==> config.mk <==
export PLATFORM = sky130hd
export DESIGN_NAME = led_frame_sequencer_flat
export DESIGN_NICKNAME = d
export VERILOG_FILES = /design/src/rtl/led_frame_sequencer_if.sv /design/src/rtl/led_frame_sequencer.sv /design/src/flat_wrapper.sv
export SDC_FILE = /design/constraint.sdc
export NUM_CORES = 1
export LEC_CHECK = 0
export BUFFER_PORTS_ARGS = -buffer_cell sky130_fd_sc_hd__buf_2
export CORE_AREA = 2 2 213 268
export DETAILED_ROUTE_END_ITERATION = 8
export DIE_AREA = 0 0 215 270
export HOLD_SLACK_MARGIN = 0.03
export PLACE_DENSITY = 0.56
export SYNTH_ARGS = -nofsm -noshare
export SYNTH_HDL_FRONTEND = slang
export SYNTH_SLANG_ARGS = --single-unit
==> constraint.sdc <==
create_clock -name clk -period 25.4 [get_ports clk]
set_input_delay 6.35 -clock clk [delete_from_list [all_inputs] [get_ports clk]]
set_output_delay 6.35 -clock clk [all_outputs]
set_load 0.02 [all_outputs]
==> src/rtl/led_frame_sequencer_if.sv <==
// Bundle of the upstream frame handshake, visualizer link, LED stream and status
// signals of the LED frame sequencer.
interface led_frame_sequencer_if #(
    parameter int LEDS    = 50,
    parameter int BIN_QTY = 12
);
    localparam int CW = $clog2(LEDS);

    logic                           frame_v;
    logic                           frame_ack;
    logic                           viz_start;
    logic                           viz_done;
    logic [BIN_QTY-1:0][23:0]       rgb_i;
    logic [BIN_QTY-1:0][CW-1:0]     counts_i;
    logic [23:0]                    led_rgb;
    logic                           led_v;
    logic                           led_rdy;
    logic                           led_last;
    logic                           busy;
    logic                           err_timeout;

    modport master (
        input  frame_v, viz_done, rgb_i, counts_i, led_rdy,
        output frame_ack, viz_start, led_rgb, led_v, led_last, busy, err_timeout
    );

    modport slave (
        output frame_v, viz_done, rgb_i, counts_i, led_rdy,
        input  frame_ack, viz_start, led_rgb, led_v, led_last, busy, err_timeout
    );
endinterface

==> src/rtl/led_frame_sequencer.sv <==
// Turns one visualizer result (per-bin colour and LED count) into a fixed-length
// LED frame, padding with black or truncating so exactly LEDS LEDs go out.
module led_frame_sequencer #(
    parameter int LEDS      = 50,
    parameter int BIN_QTY   = 12,
    parameter int START_LEN = 2,
    parameter int TIMEOUT   = 1023
) (
    input  logic                  clk,
    input  logic                  rst,
    led_frame_sequencer_if.master bus
);
    localparam int CW   = $clog2(LEDS);
    localparam int EW   = $clog2(LEDS + 1);
    localparam int BW   = (BIN_QTY > 1) ? $clog2(BIN_QTY) : 1;
    localparam int TMAX = (TIMEOUT > START_LEN) ? TIMEOUT : START_LEN;
    localparam int TW   = $clog2(TMAX + 1);

    localparam logic [2:0] S_IDLE   = 3'd0;
    localparam logic [2:0] S_START  = 3'd1;
    localparam logic [2:0] S_WAIT   = 3'd2;
    localparam logic [2:0] S_LATCH  = 3'd3;
    localparam logic [2:0] S_STREAM = 3'd4;
    localparam logic [2:0] S_PAD    = 3'd5;

    localparam logic [BW-1:0] BIN_LAST    = BW'(BIN_QTY - 1);
    localparam logic [EW-1:0] LED_LAST    = EW'(LEDS - 1);
    localparam logic [TW-1:0] START_END   = TW'(START_LEN - 1);
    localparam logic [TW-1:0] TIMEOUT_END = TW'(TIMEOUT - 1);

    logic [2:0]    state_q, state_d;
    logic [TW-1:0] tmr_q, tmr_d;
    logic [BW-1:0] bin_q, bin_d;
    logic [CW-1:0] lc_q, lc_d;
    logic [EW-1:0] em_q, em_d;
    logic          ack_q, ack_d;
    logic          start_q, start_d;
    logic          err_q, err_d;

    logic [BIN_QTY-1:0][23:0]   rgb_q;
    logic [BIN_QTY-1:0][CW-1:0] cnt_q;

    logic [CW-1:0] cur_cnt;
    logic          emit_bin;
    logic          xfer;

    assign cur_cnt  = cnt_q[bin_q];
    assign emit_bin = (state_q == S_STREAM) && (cur_cnt != '0);
    assign xfer     = bus.led_v && bus.led_rdy;

    assign bus.frame_ack   = ack_q;
    assign bus.viz_start   = start_q;
    assign bus.err_timeout = err_q;
    assign bus.busy        = (state_q != S_IDLE);
    assign bus.led_v       = emit_bin || (state_q == S_PAD);
    assign bus.led_rgb     = emit_bin ? rgb_q[bin_q] : 24'h000000;
    assign bus.led_last    = bus.led_v && (em_q == LED_LAST);

    always_comb begin
        state_d = state_q;
        tmr_d   = tmr_q;
        bin_d   = bin_q;
        lc_d    = lc_q;
        em_d    = em_q;
        ack_d   = 1'b0;
        start_d = start_q;
        err_d   = err_q;
        case (state_q)
            S_IDLE: begin
                if (bus.frame_v) begin
                    state_d = S_START;
                    ack_d   = 1'b1;
                    start_d = 1'b1;
                    tmr_d   = '0;
                end
            end
            S_START: begin
                if (tmr_q == START_END) begin
                    start_d = 1'b0;
                    state_d = S_WAIT;
                    tmr_d   = '0;
                end else begin
                    tmr_d = tmr_q + 1'b1;
                end
            end
            S_WAIT: begin
                if (bus.viz_done) begin
                    state_d = S_LATCH;
                    tmr_d   = '0;
                end else if (tmr_q == TIMEOUT_END) begin
                    err_d   = 1'b1;
                    state_d = S_IDLE;
                    tmr_d   = '0;
                end else begin
                    tmr_d = tmr_q + 1'b1;
                end
            end
            S_LATCH: begin
                state_d = S_STREAM;
                bin_d   = '0;
                lc_d    = '0;
                em_d    = '0;
            end
            S_STREAM: begin
                // An empty bin spends one idle cycle before moving on.
                if (cur_cnt == '0) begin
                    if (bin_q == BIN_LAST) state_d = S_PAD;
                    else                   bin_d   = bin_q + 1'b1;
                end else if (xfer) begin
                    em_d = em_q + 1'b1;
                    if (em_q == LED_LAST) begin
                        state_d = S_IDLE;
                        em_d    = '0;
                        lc_d    = '0;
                        bin_d   = '0;
                    end else if (lc_q == cur_cnt - 1'b1) begin
                        lc_d = '0;
                        if (bin_q == BIN_LAST) state_d = S_PAD;
                        else                   bin_d   = bin_q + 1'b1;
                    end else begin
                        lc_d = lc_q + 1'b1;
                    end
                end
            end
            S_PAD: begin
                if (xfer) begin
                    em_d = em_q + 1'b1;
                    if (em_q == LED_LAST) begin
                        state_d = S_IDLE;
                        em_d    = '0;
                        bin_d   = '0;
                    end
                end
            end
            default: state_d = S_IDLE;
        endcase
    end

    always_ff @(posedge clk or posedge rst) begin
        if (rst) begin
            state_q <= S_IDLE;
            tmr_q   <= '0;
            bin_q   <= '0;
            lc_q    <= '0;
            em_q    <= '0;
            ack_q   <= 1'b0;
            start_q <= 1'b0;
            err_q   <= 1'b0;
        end else begin
            state_q <= state_d;
            tmr_q   <= tmr_d;
            bin_q   <= bin_d;
            lc_q    <= lc_d;
            em_q    <= em_d;
            ack_q   <= ack_d;
            start_q <= start_d;
            err_q   <= err_d;
        end
    end

    // Frame snapshot; output gating keeps it invisible outside STREAM, so no reset.
    always_ff @(posedge clk) begin
        if (state_q == S_LATCH) begin
            rgb_q <= bus.rgb_i;
            cnt_q <= bus.counts_i;
        end
    end
endmodule

==> src/flat_wrapper.sv <==
// flat-port wrapper written by rule: the top's interface ports become plain ports
module led_frame_sequencer_flat 
#(
    parameter int LEDS      = 50,
    parameter int BIN_QTY   = 12,
    parameter int START_LEN = 2,
    parameter int TIMEOUT   = 1023
)
  (clk, rst, bus_frame_v, bus_viz_done, bus_rgb_i, bus_counts_i, bus_led_rdy, bus_frame_ack, bus_viz_start, bus_led_rgb, bus_led_v, bus_led_last, bus_busy, bus_err_timeout);
  led_frame_sequencer_if #(.LEDS(LEDS), .BIN_QTY(BIN_QTY)) bus_i ();
  input  logic clk;
  input  logic rst;
  input wire logic [$bits(bus_i.frame_v)-1:0] bus_frame_v;
  input wire logic [$bits(bus_i.viz_done)-1:0] bus_viz_done;
  input wire logic [$bits(bus_i.rgb_i)-1:0] bus_rgb_i;
  input wire logic [$bits(bus_i.counts_i)-1:0] bus_counts_i;
  input wire logic [$bits(bus_i.led_rdy)-1:0] bus_led_rdy;
  output wire logic [$bits(bus_i.frame_ack)-1:0] bus_frame_ack;
  output wire logic [$bits(bus_i.viz_start)-1:0] bus_viz_start;
  output wire logic [$bits(bus_i.led_rgb)-1:0] bus_led_rgb;
  output wire logic [$bits(bus_i.led_v)-1:0] bus_led_v;
  output wire logic [$bits(bus_i.led_last)-1:0] bus_led_last;
  output wire logic [$bits(bus_i.busy)-1:0] bus_busy;
  output wire logic [$bits(bus_i.err_timeout)-1:0] bus_err_timeout;
  assign bus_i.frame_v = bus_frame_v;
  assign bus_i.viz_done = bus_viz_done;
  assign bus_i.rgb_i = bus_rgb_i;
  assign bus_i.counts_i = bus_counts_i;
  assign bus_i.led_rdy = bus_led_rdy;
  assign bus_frame_ack = bus_i.frame_ack;
  assign bus_viz_start = bus_i.viz_start;
  assign bus_led_rgb = bus_i.led_rgb;
  assign bus_led_v = bus_i.led_v;
  assign bus_led_last = bus_i.led_last;
  assign bus_busy = bus_i.busy;
  assign bus_err_timeout = bus_i.err_timeout;
  led_frame_sequencer #(.LEDS(LEDS), .BIN_QTY(BIN_QTY), .START_LEN(START_LEN), .TIMEOUT(TIMEOUT)) u_core (.clk(clk), .rst(rst), .bus(bus_i));
endmodule
# Yosys cells after proc, flatten, opt, wreduce, memory -nomap -nowiden
# Cells that the tools add are included.
[word_totals]
ff_bits = 392
in_bits = 365
output_inout_bits = 30
elab_cells = 121
[classes]
addsub = 5
n_lt_le_gt_ge = 1
eq_ne = 19
mux = 44
bitwise = 1
reduce_logical = 19
[op_table]
columns = ["op", "n"]
rows = [
  ["binary-select mux 24 bit (select 4 bit)", 1],
  ["2-to-1 mux 24 bit", 2],
  ["2-to-1 mux 6 bit", 8],
  ["2-to-1 mux 10 bit", 4],
  ["2-to-1 mux 3 bit", 11],
  ["one-hot mux 10 bit (3 select lines)", 1],
  ["2-to-1 mux 4 bit", 7],
  ["binary-select mux 6 bit (select 4 bit)", 1],
  ["one-hot mux 3 bit (6 select lines)", 1],
  ["one-hot mux 6 bit (3 select lines)", 1],
  ["adder 6 x 1 -> 6 bit (second input constant)", 2],
  ["one-hot mux 4 bit (3 select lines)", 1],
  ["one-hot mux 6 bit (2 select lines)", 1],
  ["adder 10 x 1 -> 10 bit (second input constant)", 1],
  ["equality test 10 x 1 -> 1 bit (second input constant)", 1],
  ["equality test 10 bit (second input constant)", 1],
  ["AND reduction 3 bit", 3],
  ["nonzero test 3 bit", 3],
  ["AND reduction 7 bit", 1],
  ["equality test 3 x 2 -> 1 bit (second input constant)", 2],
  ["equality test 3 bit (second input constant)", 2],
  ["equality test 6 bit", 1],
  ["equality test 6 bit (second input constant)", 1],
  ["zero test 6 bit", 1],
  ["other kinds (19)", 31],
]

# Longest topological paths before layout
# Gate-level depths: netlist of the first run.
[depth]
word_depth = 9
mapped_depth = 14
ltp_nobuf = 11

# Worst setup path after synthesis of the first run
# No wires, ideal clock.
[synth_timing]
kind = "register to register"
from = "register u_core.state_q[1]"
to = "register u_core.bin_q[0]"
arrival_ns = 18.426
required_ns = 25.332
path_slack_ns = 6.906
stages_incl_launch_ff = 9
synth_period_minus_slack_ns = 18.494
path_cell_list = "dfrtp_1 > clkbuf_1 > nand2_1 > nor2_1 > o21ai_0 > a311oi_2 > a21oi_2 > or4b_1 > nand2_1"
[synth_via]
elab_chain_len = 6
elab_cells_between_ends = 13
cone_classes = "7 x eq/ne; 1 x mux; 5 x reduce/logical"
[synth_lines]
columns = ["item", "line", "text"]
rows = [
  ["start: declaration", "led_frame_sequencer.sv:31", "logic [2:0] state_q, state_d;"],
  ["start signal: assignment", "led_frame_sequencer.sv:150", "state_q <= state_d;"],
  ["equality test 3 bit", "led_frame_sequencer.sv:48, led_frame_sequencer.sv:68", ""],
  ["logical AND 1 bit", "led_frame_sequencer.sv:48", "assign emit_bin = (state_q == S_STREAM) && (cur_cnt != '0);"],
  ["logical OR 1 bit", "led_frame_sequencer.sv:55", "assign bus.led_v = emit_bin || (state_q == S_PAD);"],
  ["logical AND 1 bit", "led_frame_sequencer.sv:49", "assign xfer = bus.led_v && bus.led_rdy;"],
  ["inequality test 3 x 2 -> 1 bit (no source line) / inequality test 2 x 1 -> 1 bit (equally long branches)", "-", ""],
  ["AND reduction 5 bit (no source line)", "-", ""],
  ["end signal: assignment", "led_frame_sequencer.sv:152", "bin_q <= bin_d;"],
  ["end: declaration", "led_frame_sequencer.sv:33", "logic [BW-1:0] bin_q, bin_d;"],
]
# Several ways; a longest one is shown, not always the timed one.
# A chain may end at the register's enable or synchronous reset.

# Final worst setup path of the first run
[layout_timing]
from = "register u_core.bin_q[0]"
to = "output bus_led_rgb[0]"
[layout_via]
elab_chain_len = 5
elab_cells_between_ends = 7
cone_classes = "5 x mux; 2 x reduce/logical"
[layout_lines]
columns = ["item", "line", "text"]
rows = [
  ["binary-select mux 6 bit (select 4 bit)", "led_frame_sequencer.sv:47", "assign cur_cnt = cnt_q[bin_q];"],
  ["2-to-1 mux 6 bit (implied by the code)", "led_frame_sequencer.sv:47", ""],
  ["nonzero test 6 bit", "led_frame_sequencer.sv:48", ""],
  ["logical AND 1 bit", "led_frame_sequencer.sv:48", ""],
  ["2-to-1 mux 24 bit *", "led_frame_sequencer.sv:56", "assign bus.led_rgb = emit_bin ? rgb_q[bin_q] : 24'h000000;"],
  ["end: declaration", "flat_wrapper.sv:20", "output wire logic [$bits(bus_i.led_rgb)-1:0] bus_led_rgb;"],
]
# Every way passes the cells marked *; elsewhere a longest branch is shown, timed or not. The select of a mux whose other input is x is not followed.

==> summary.md, run 1 <==
| Metric | Value |
|---|---|
| Die Wd | `215 um` |
| TritonCTS Buffers | `41` |
| Area occupied by multi-input gates | `0.00401 mm^2` |
| Async SR Flop Fraction | `8.16%` |
| Seq cells post-synth | `392` |
| Syn Inst Count | `855` |
| Final period util | `42.1%` |
| Status | `completed` |
| Layout area overhead | `26.4%` |
| Total grt overflow | `0` |
| Resize count post-CTS | `0` |
| Sum of negative setup slack | `0 ps` |
| FF+latch area | `0.0116 mm^2` |
| WL final | `42200 um` |
| Number of vias per cell | `4.57` |
| Initial core utilization | `28.7%` |
| Top cells by area, synth | `edfxtp_1 68%, mux4_2 12%, dfrtp_1 5.0%` |
| Post-route setup slack | `14690 ps` |
| Worst hold path type | `reg -> reg` |
| Post-DP Area | `0.0188 mm^2` |
| Non-Filler Instances | `2050` |
| Pre-Repair DR Iteration Count | `4` |
| Drt drc | `0` |
| Hold EP | `u_core.bus.err_timeout` |
| Core Area | `0.0556 mm^2` |
| First-pass GRT wire length | `62100 um` |
| CTS HTree Levels | `2` |
| CP startpoint kind | `flop` |
| Final nets | `1637` |
| Setup Skew | `25.0 ps` |
| Syn. warnings | `0` |
| Worst path arrival time | `4360 ps` |
| Slew @ Worst Pin | `1330 ps` |
| RSZ-0062 raised after global routing | `false` |
| Max_cap viols | `0` |
| Gr usage total | `14.4%` |
| Clock transition at path regs | `60 ps` |
| Post-synth EDFFs | `360` |
| Hold_buf cts | `0` |
| Slew HR | `11.6%` |
| Yosys top cell area share | `67.9%` |
| Power per standard cell area | `93.8 mW/mm^2` |
| DP Worst Slack | `15120 ps` |
| HPWL Detailed | `29300 um` |
| Cell area after synthesis | `0.0159 mm^2` |
| GPL Wtd Cong | `0.787` |
| Routed vias | `9366` |
| CTS root buffer | `clkbuf_16` |
| Worst r2r path cells | `12` |
| VDD IR-drop max | `0.0000609 V` |
| F_max | `93.4 MHz` |
| Synthesized area per cell | `18.6 um^2` |
| Post-route ant nets | `0` |
| Clock latency on the worst-skew pair | `560 ps` |
| RR Endpoint | `u_core.lc_q[4]` |
| Filler cells | `5379` |
| Post-route cell area | `0.0201 mm^2` |
| Critical path type | `reg -> out` |
| Min-delay src | `u_core.bus.err_timeout` |
| Min cycle time layout | `10710 ps` |
| Top Ports | `395` |
| PortBufs | `394` |
| Setup Buffers After CTS | `0` |
| DR iter-0 viols | `448` |
| Largest net degree at the start of global routing | `186` |
| LEAKAGE | `7.48 nW` |
| Die ar. | `0.0581 mm^2` |
| Yosys cell types | `58` |
| Final hold vios | `0` |
| R2r setup slk | `20740 ps` |
| Top FF cell, synth | `edfxtp_1` |
| TritonCTS clock tree | `done` |
| Post-synthesis sequential area ratio | `72.9%` |
| Syn Nets | `1229` |
| Initial antenna violation count | `21` |
| Number of global-route vias before repair | `10200` |
| CP required | `19050 ps` |
| Num rows | `97` |
| Top-count cell post-synth | `edfxtp_1` |
| Top cells by count, synth | `360 x edfxtp_1, 83 x mux4_2, 36 x mux2i_1` |
| Clk sinks | `392` |
| Critical Path Sink Type | `output pin` |
| Post-synth top area cell | `edfxtp_1` |
| CP max FO | `49` |
| Wire per inst | `20.6 um` |
| R2r startpoint | `u_core.bin_q[0]` |
| Max-slew violation count | `0` |
| Die Span Y | `270 um` |
| Placed cells | `1962` |
| Hold Path Depth | `1` |
| Max clock buf depth | `3` |
| Worst Hold Slack | `476 ps` |
| Final setup violation count | `0` |
| Layout cells sized above 1 | `43.9%` |
cells in the final DEF, fill, tap and decap left out, types with 5 or more instances in the layout:
master and n:
a21oi_1 6, mux4_2 83, ha_1 9, nand4_1 5
o22ai_1 26, diode_2 12, clkinvlp_4 5, xnor2_1 8
nand2_1 30, clkbuf_16 43, clkinv_1 8, mux2i_1 36
buf_4 10, clkbuf_1 11, nor2_1 24, and2_1 31
nor3_1 6, nand3_1 11, a221oi_1 10, edfxtp_1 360
and3_1 7, dfrtp_1 28, buf_2 394, o21ai_0 26
inv_1 35
area by class of cell:
type / instances / share of cell area (%)
sequential: 392 / 57.7
multi-input combinational: 388 / 19.9
timing repair buffer: 405 / 10.3
clock buffer: 54 / 5.55
tap: 742 / 4.61
clock inverter: 22 / 1.13
inverter: 35 / 0.653
antenna: 12 / 0.149
critical path, stage by stage (launching register included):
cell,delay (ps)
dfrtp_4,480
buf_4,830
mux4_2,590
and2_1,170
a211oi_2,340
ha_1,230
o211a_1,130
and4_1,280
nor3_2,50
buf_4,270
and2_1,220
buf_2,160
stage by stage:
step,power (mW),util (%)
4_1_cts,1.93,36.2
3_3_place_gp,1.31,33.7
2_1_floorplan,1.13,-
3_5_place_dp,1.32,33.7
5_1_grt,1.99,36.2
6_report,1.89,36.2
kinds of logic (layout without fill, tap and decap cells):
| kind of cell | after synthesis | count (layout) | synth area share, % |
|---|---|---|---|
| compound gates | 98 | 98 | 4.34 |
| xor+xnor | 11 | 11 | 0.605 |
| fa+ha+maj | 9 | 9 | 0.707 |
| buf+inv | 75 | 516 | 2.04 |
| flops | 392 | 392 | 72.9 |
| mux | 121 | 121 | 14.3 |
| other cells | 0 | 12 | 0 |
| simple gates | 149 | 149 | 5.08 |
per-layer routing:
layer	up-vias	wire length, um	track usage (%)
met5	-	90	0
met1	4681	16000	16.3
met2	310	22200	25.5
li1	4285	-	-
met3	76	2680	4.02
met4	14	1200	5.88
power breakdown:
part	switching [mW]	total, mW	internal [mW]
clock network	0.250	0.602	0.352
logic	0.299	0.531	0.232
registers	0.0371	0.755	0.718
total	0.586	1.89	1.30
registers in the layout, indices dropped and copies added (netlist names):
register and flops:
u_core.bus.err_timeout 1, u_core.em_q 6, u_core.lc_q 6, u_core.bus.frame_ack 1
u_core.rgb_q 288, u_core.state_q 3, u_core.cnt_q 72, u_core.bus.viz_start 1
u_core.bin_q 4, u_core.tmr_q 10
worst max path at each step:
stage                            startpoint  slack (ps)              end  depth (start not counted)
final                       u_core.bin_q[0]       14690   bus_led_rgb[0]                         11
after CTS                   u_core.bin_q[0]       14490   bus_led_rgb[7]                         11
after floorplan           u_core.state_q[1]        6910  u_core.bin_q[0]                          8
after global placement      u_core.bin_q[0]       15110  bus_led_rgb[22]                          7
after detailed placement    u_core.bin_q[0]       15120  bus_led_rgb[22]                          7
after global routing        u_core.bin_q[0]       14310  bus_led_rgb[22]                          7
Power figures use the tool's default switching activity.
==> run 2, diff against run 1 <==
ABC_AREA = 1   (was unset)
CORE_AREA = 2 2 215 270   (was 2 2 213 268)
DIE_AREA = 0 0 217 272   (was 0 0 215 270)
PLACE_DENSITY = 0.58   (was 0.56)
clock period = 9.15 ns   (was 25.4 ns; I/O delays follow)
==> run 2 against run 1 <==
Effect of this change:
- critical path depth grew 4
- final cell count grew 22%
- highest routed layer unchanged
- largest power group unchanged
- critical endpoint is now bus_led_rgb[1]
- global-route usage grew 2.0 points
- flip-flop and latch count is the same
==> summary.md, run 2 <==
| Metric | Value |
|---|---|
| Largest net degree at the start of global routing | `194 (was 186)` |
| Number of flip-flops in the largest register | `288 (unchanged)` |
| Total grt overflow | `0 (unchanged)` |
| Wire per inst | `19.9 um (was 20.6 um)` |
| R2r startpoint | `u_core.bin_q[0] (unchanged)` |
| Core Area | `0.0566 mm^2 (was 0.0556 mm^2)` |
| CP startpoint kind | `flop (unchanged)` |
| Clk sinks | `392 (unchanged)` |
| Commonest non-fill, non-tap cells in the layout | `394 x buf_2, 360 x edfxtp_1, 227 x nor2_1 (was 394 x buf_2, 360 x edfxtp_1, 83 x mux4_2)` |
| Gr usage total | `16.4% (was 14.4%)` |
| RR Endpoint | `u_core.bin_q[0] (was u_core.lc_q[4])` |
| Slew @ Worst Pin | `1230 ps (was 1330 ps)` |
| Clock latency on the worst-skew pair | `580 ps (was 560 ps)` |
| Seq cells post-synth | `392 (unchanged)` |
| RSZ-0062 raised after global routing | `false (unchanged)` |
| Max-slew violation count | `0 (unchanged)` |
| Post-synth EDFFs | `360 (unchanged)` |
| CP required | `6860 ps (was 19050 ps)` |
| R2r setup slk | `5300 ps (was 20740 ps)` |
| Num rows | `98 (was 97)` |
| GPL Wtd Cong | `0.824 (was 0.787)` |
| Setup Buffers After CTS | `0 (unchanged)` |
| Yosys top cell area share | `66.7% (was 67.9%)` |
| Critical Path Sink Type | `output pin (unchanged)` |
| Top cells by count, synth | `360 x edfxtp_1, 228 x nor2_1, 163 x o21ai_0 (was 360 x edfxtp_1, 83 x mux4_2, 36 x mux2i_1)` |
| PortBufs | `394 (unchanged)` |
| Syn. warnings | `0 (unchanged)` |
| Non-Filler Instances | `2504 (was 2050)` |
| F_max | `156 MHz` |
| Number of global-route vias before repair | `12300 (was 10200)` |
| Layout cells sized above 1 | `29.4% (was 43.9%)` |
| CTS HTree Levels | `2 (unchanged)` |
| Die Wd | `217 um (was 215 um)` |
| Initial core utilization | `28.6% (was 28.7%)` |
| HPWL Detailed | `33400 um (was 29300 um)` |
| Max clock buf depth | `3 (unchanged)` |
| Resize count post-CTS | `0 (unchanged)` |
| Number of vias per cell | `4.78 (was 4.57)` |
| Clock transition at path regs | `60 ps (about the same)` |
| Biggest register | `u_core.rgb_q (unchanged)` |
| LEAKAGE | `7.75 nW (was 7.48 nW)` |
| Post-synthesis sequential area ratio | `71.6% (was 72.9%)` |
| TritonCTS Buffers | `43 (was 41)` |
| Routed vias | `12000 (was 9366)` |
| CTS root buffer | `clkbuf_16 (unchanged)` |
| Most common cell after layout, fill and taps aside | `buf_2 (unchanged)` |
| Initial antenna violation count | `30 (was 21)` |
| Drt drc | `0 (unchanged)` |
| Worst path arrival time | `4110 ps (was 4360 ps)` |
| Top-count cell post-synth | `edfxtp_1 (unchanged)` |
| Synthesized area per cell | `12.3 um^2 (was 18.6 um^2)` |
| Pre-Repair DR Iteration Count | `5 (was 4)` |
| TritonCTS clock tree | `done (unchanged)` |
| Worst hold path type | `reg -> reg (unchanged)` |
| Min cycle time layout | `6400 ps` |
| Final setup violation count | `0 (unchanged)` |
| Placed cells | `2406 (was 1962)` |
| Status | `completed (unchanged)` |
| Post-route setup slack | `2750 ps (was 14690 ps)` |
| Final hold vios | `0 (unchanged)` |
| Post-synth top area cell | `edfxtp_1 (unchanged)` |
| Post-DP Area | `0.0189 mm^2 (was 0.0188 mm^2)` |
| Final period util | `69.9%` |
| First-pass GRT wire length | `73200 um (was 62100 um)` |
| Yosys cell types | `38 (was 58)` |
| Hold EP | `u_core.bus.err_timeout (unchanged)` |
| Post-route cell area | `0.0204 mm^2 (was 0.0201 mm^2)` |
| CP max FO | `119 (was 49)` |
| Hold_buf cts | `0 (unchanged)` |
| Cell area after synthesis | `0.0162 mm^2 (was 0.0159 mm^2)` |
| Top flop regs | `u_core.rgb_q x288, u_core.cnt_q x72, u_core.tmr_q x10 (unchanged)` |
| Power per standard cell area | `267 mW/mm^2 (was 93.8 mW/mm^2)` |
| Top cells by area, synth | `edfxtp_1 67%, nor2_1 5.3%, o21ai_0 5.0% (was edfxtp_1 68%, mux4_2 12%, dfrtp_1 5.0%)` |
| Critical path type | `reg -> out (unchanged)` |
| Max_cap viols | `0 (unchanged)` |
| Async SR Flop Fraction | `8.16% (unchanged)` |
| Slew HR | `17.8% (was 11.6%)` |
| Hold Path Depth | `1 (unchanged)` |
| DR iter-0 viols | `859 (was 448)` |
| Min-delay src | `u_core.bus.err_timeout (unchanged)` |
| Final core occ | `36.0% (was 36.2%)` |
| Top FF cell, synth | `edfxtp_1 (unchanged)` |
| Filler cells | `5601 (was 5379)` |
| Layout area overhead | `25.7% (was 26.4%)` |
| Post-route ant nets | `0 (unchanged)` |
| Overall Power | `5.44 mW (was 1.89 mW)` |
| Top Ports | `395 (unchanged)` |
| VDD IR-drop max | `0.000177 V (was 0.0000609 V)` |
| Syn Nets | `1697 (was 1229)` |
| Die Span Y | `272 um (was 270 um)` |
| DP Worst Slack | `3290 ps (was 15120 ps)` |
| Die ar. | `0.0590 mm^2 (was 0.0581 mm^2)` |
| Worst r2r path cells | `17 (was 12)` |
| WL final | `49800 um (was 42200 um)` |
| Syn Inst Count | `1323 (was 855)` |
| Final nets | `2075 (was 1637)` |
| Setup Skew | `20.8 ps (was 25.0 ps)` |
[run 2: cell count changes after synthesis, moves of 23 or more]
cell      delta
o21ai_0    +137
a32oi_1     +23
inv_1       +33
nor2_1     +203
mux2i_1     -36
and2_1      -31
nand2_1    +107
o221ai_1    +48
clkbuf_1    +27
nand3_1     +53
mux4_2      -83
[run 2: worst max-delay path, stage by stage (launching register included)]
cell and delay [ps]:
dfrtp_4 660, inv_6 720, nand2_1 110, nand2_1 110, nand2_1 60, nand3_1 90
nand3_1 150, nand2_1 180, inv_2 80, ha_1 190, inv_1 60, nor2_2 40
nand3_2 90, nand2_4 310, nor2_1 400, buf_2 240
[run 2: routing by layer]
layer	track usage, %	wire [um]	vias to the layer above
met1	19.2	19600	5778
met2	28.3	25100	473
met4	7.10	1550	22
met3	4.14	3420	109
li1	-	-	5589
met5	0	130	-
[run 2: final cells by class]
type	instances	area, um^2	area share, %
clock inverters	31	284	1.39
clock buffers	49	1110	5.44
multi-input cells	782	4000	19.6
repair buffers	408	2090	10.3
well taps	750	938	4.61
inverters	74	284	1.39
diodes	18	45.0	0.221
flip-flops and latches	392	11600	57.0
[run 2: report_power, final]
| group | leakage (nW) | switching [mW] | internal (mW) |
|---|---|---|---|
| clock network | 0.670 | 0.745 | 0.967 |
| logic | 3.37 | 0.947 | 0.376 |
| registers | 3.71 | 0.111 | 2.29 |
| total | 7.75 | 1.80 | 3.64 |
[run 2: cells by family after synthesis]
| group | Yosys count | share of synthesized area, % |
|---|---|---|
| and+or+nand+nor | 468 | 12.2 |
| DFF | 392 | 71.6 |
| AOI/OAI and AO/OA | 295 | 11.1 |
| buffers and inverters | 149 | 3.84 |
| xor gates and xnor gates | 10 | 0.540 |
| adders and majority gates | 9 | 0.695 |
[run 2: worst max path at each step]
stage,cells past startpoint,end,startpoint
6_report,15,bus_led_rgb[1],u_core.bin_q[0]
2_1_floorplan,7,u_core.bin_q[0],u_core.state_q[0]
3_3_place_gp,15,bus_led_rgb[23],u_core.bin_q[0]
5_1_grt,15,bus_led_rgb[23],u_core.bin_q[0]
4_1_cts,15,bus_led_rgb[1],u_core.bin_q[0]
3_5_place_dp,15,bus_led_rgb[1],u_core.bin_q[0]
[run 2: through the flow]
stage	setup TNS, ps	hold WS [ps]
after CTS	0	491
after global placement	0	463
after detailed placement	0	467
final	0	495
after global routing	0	527
after floorplan	-157740	488
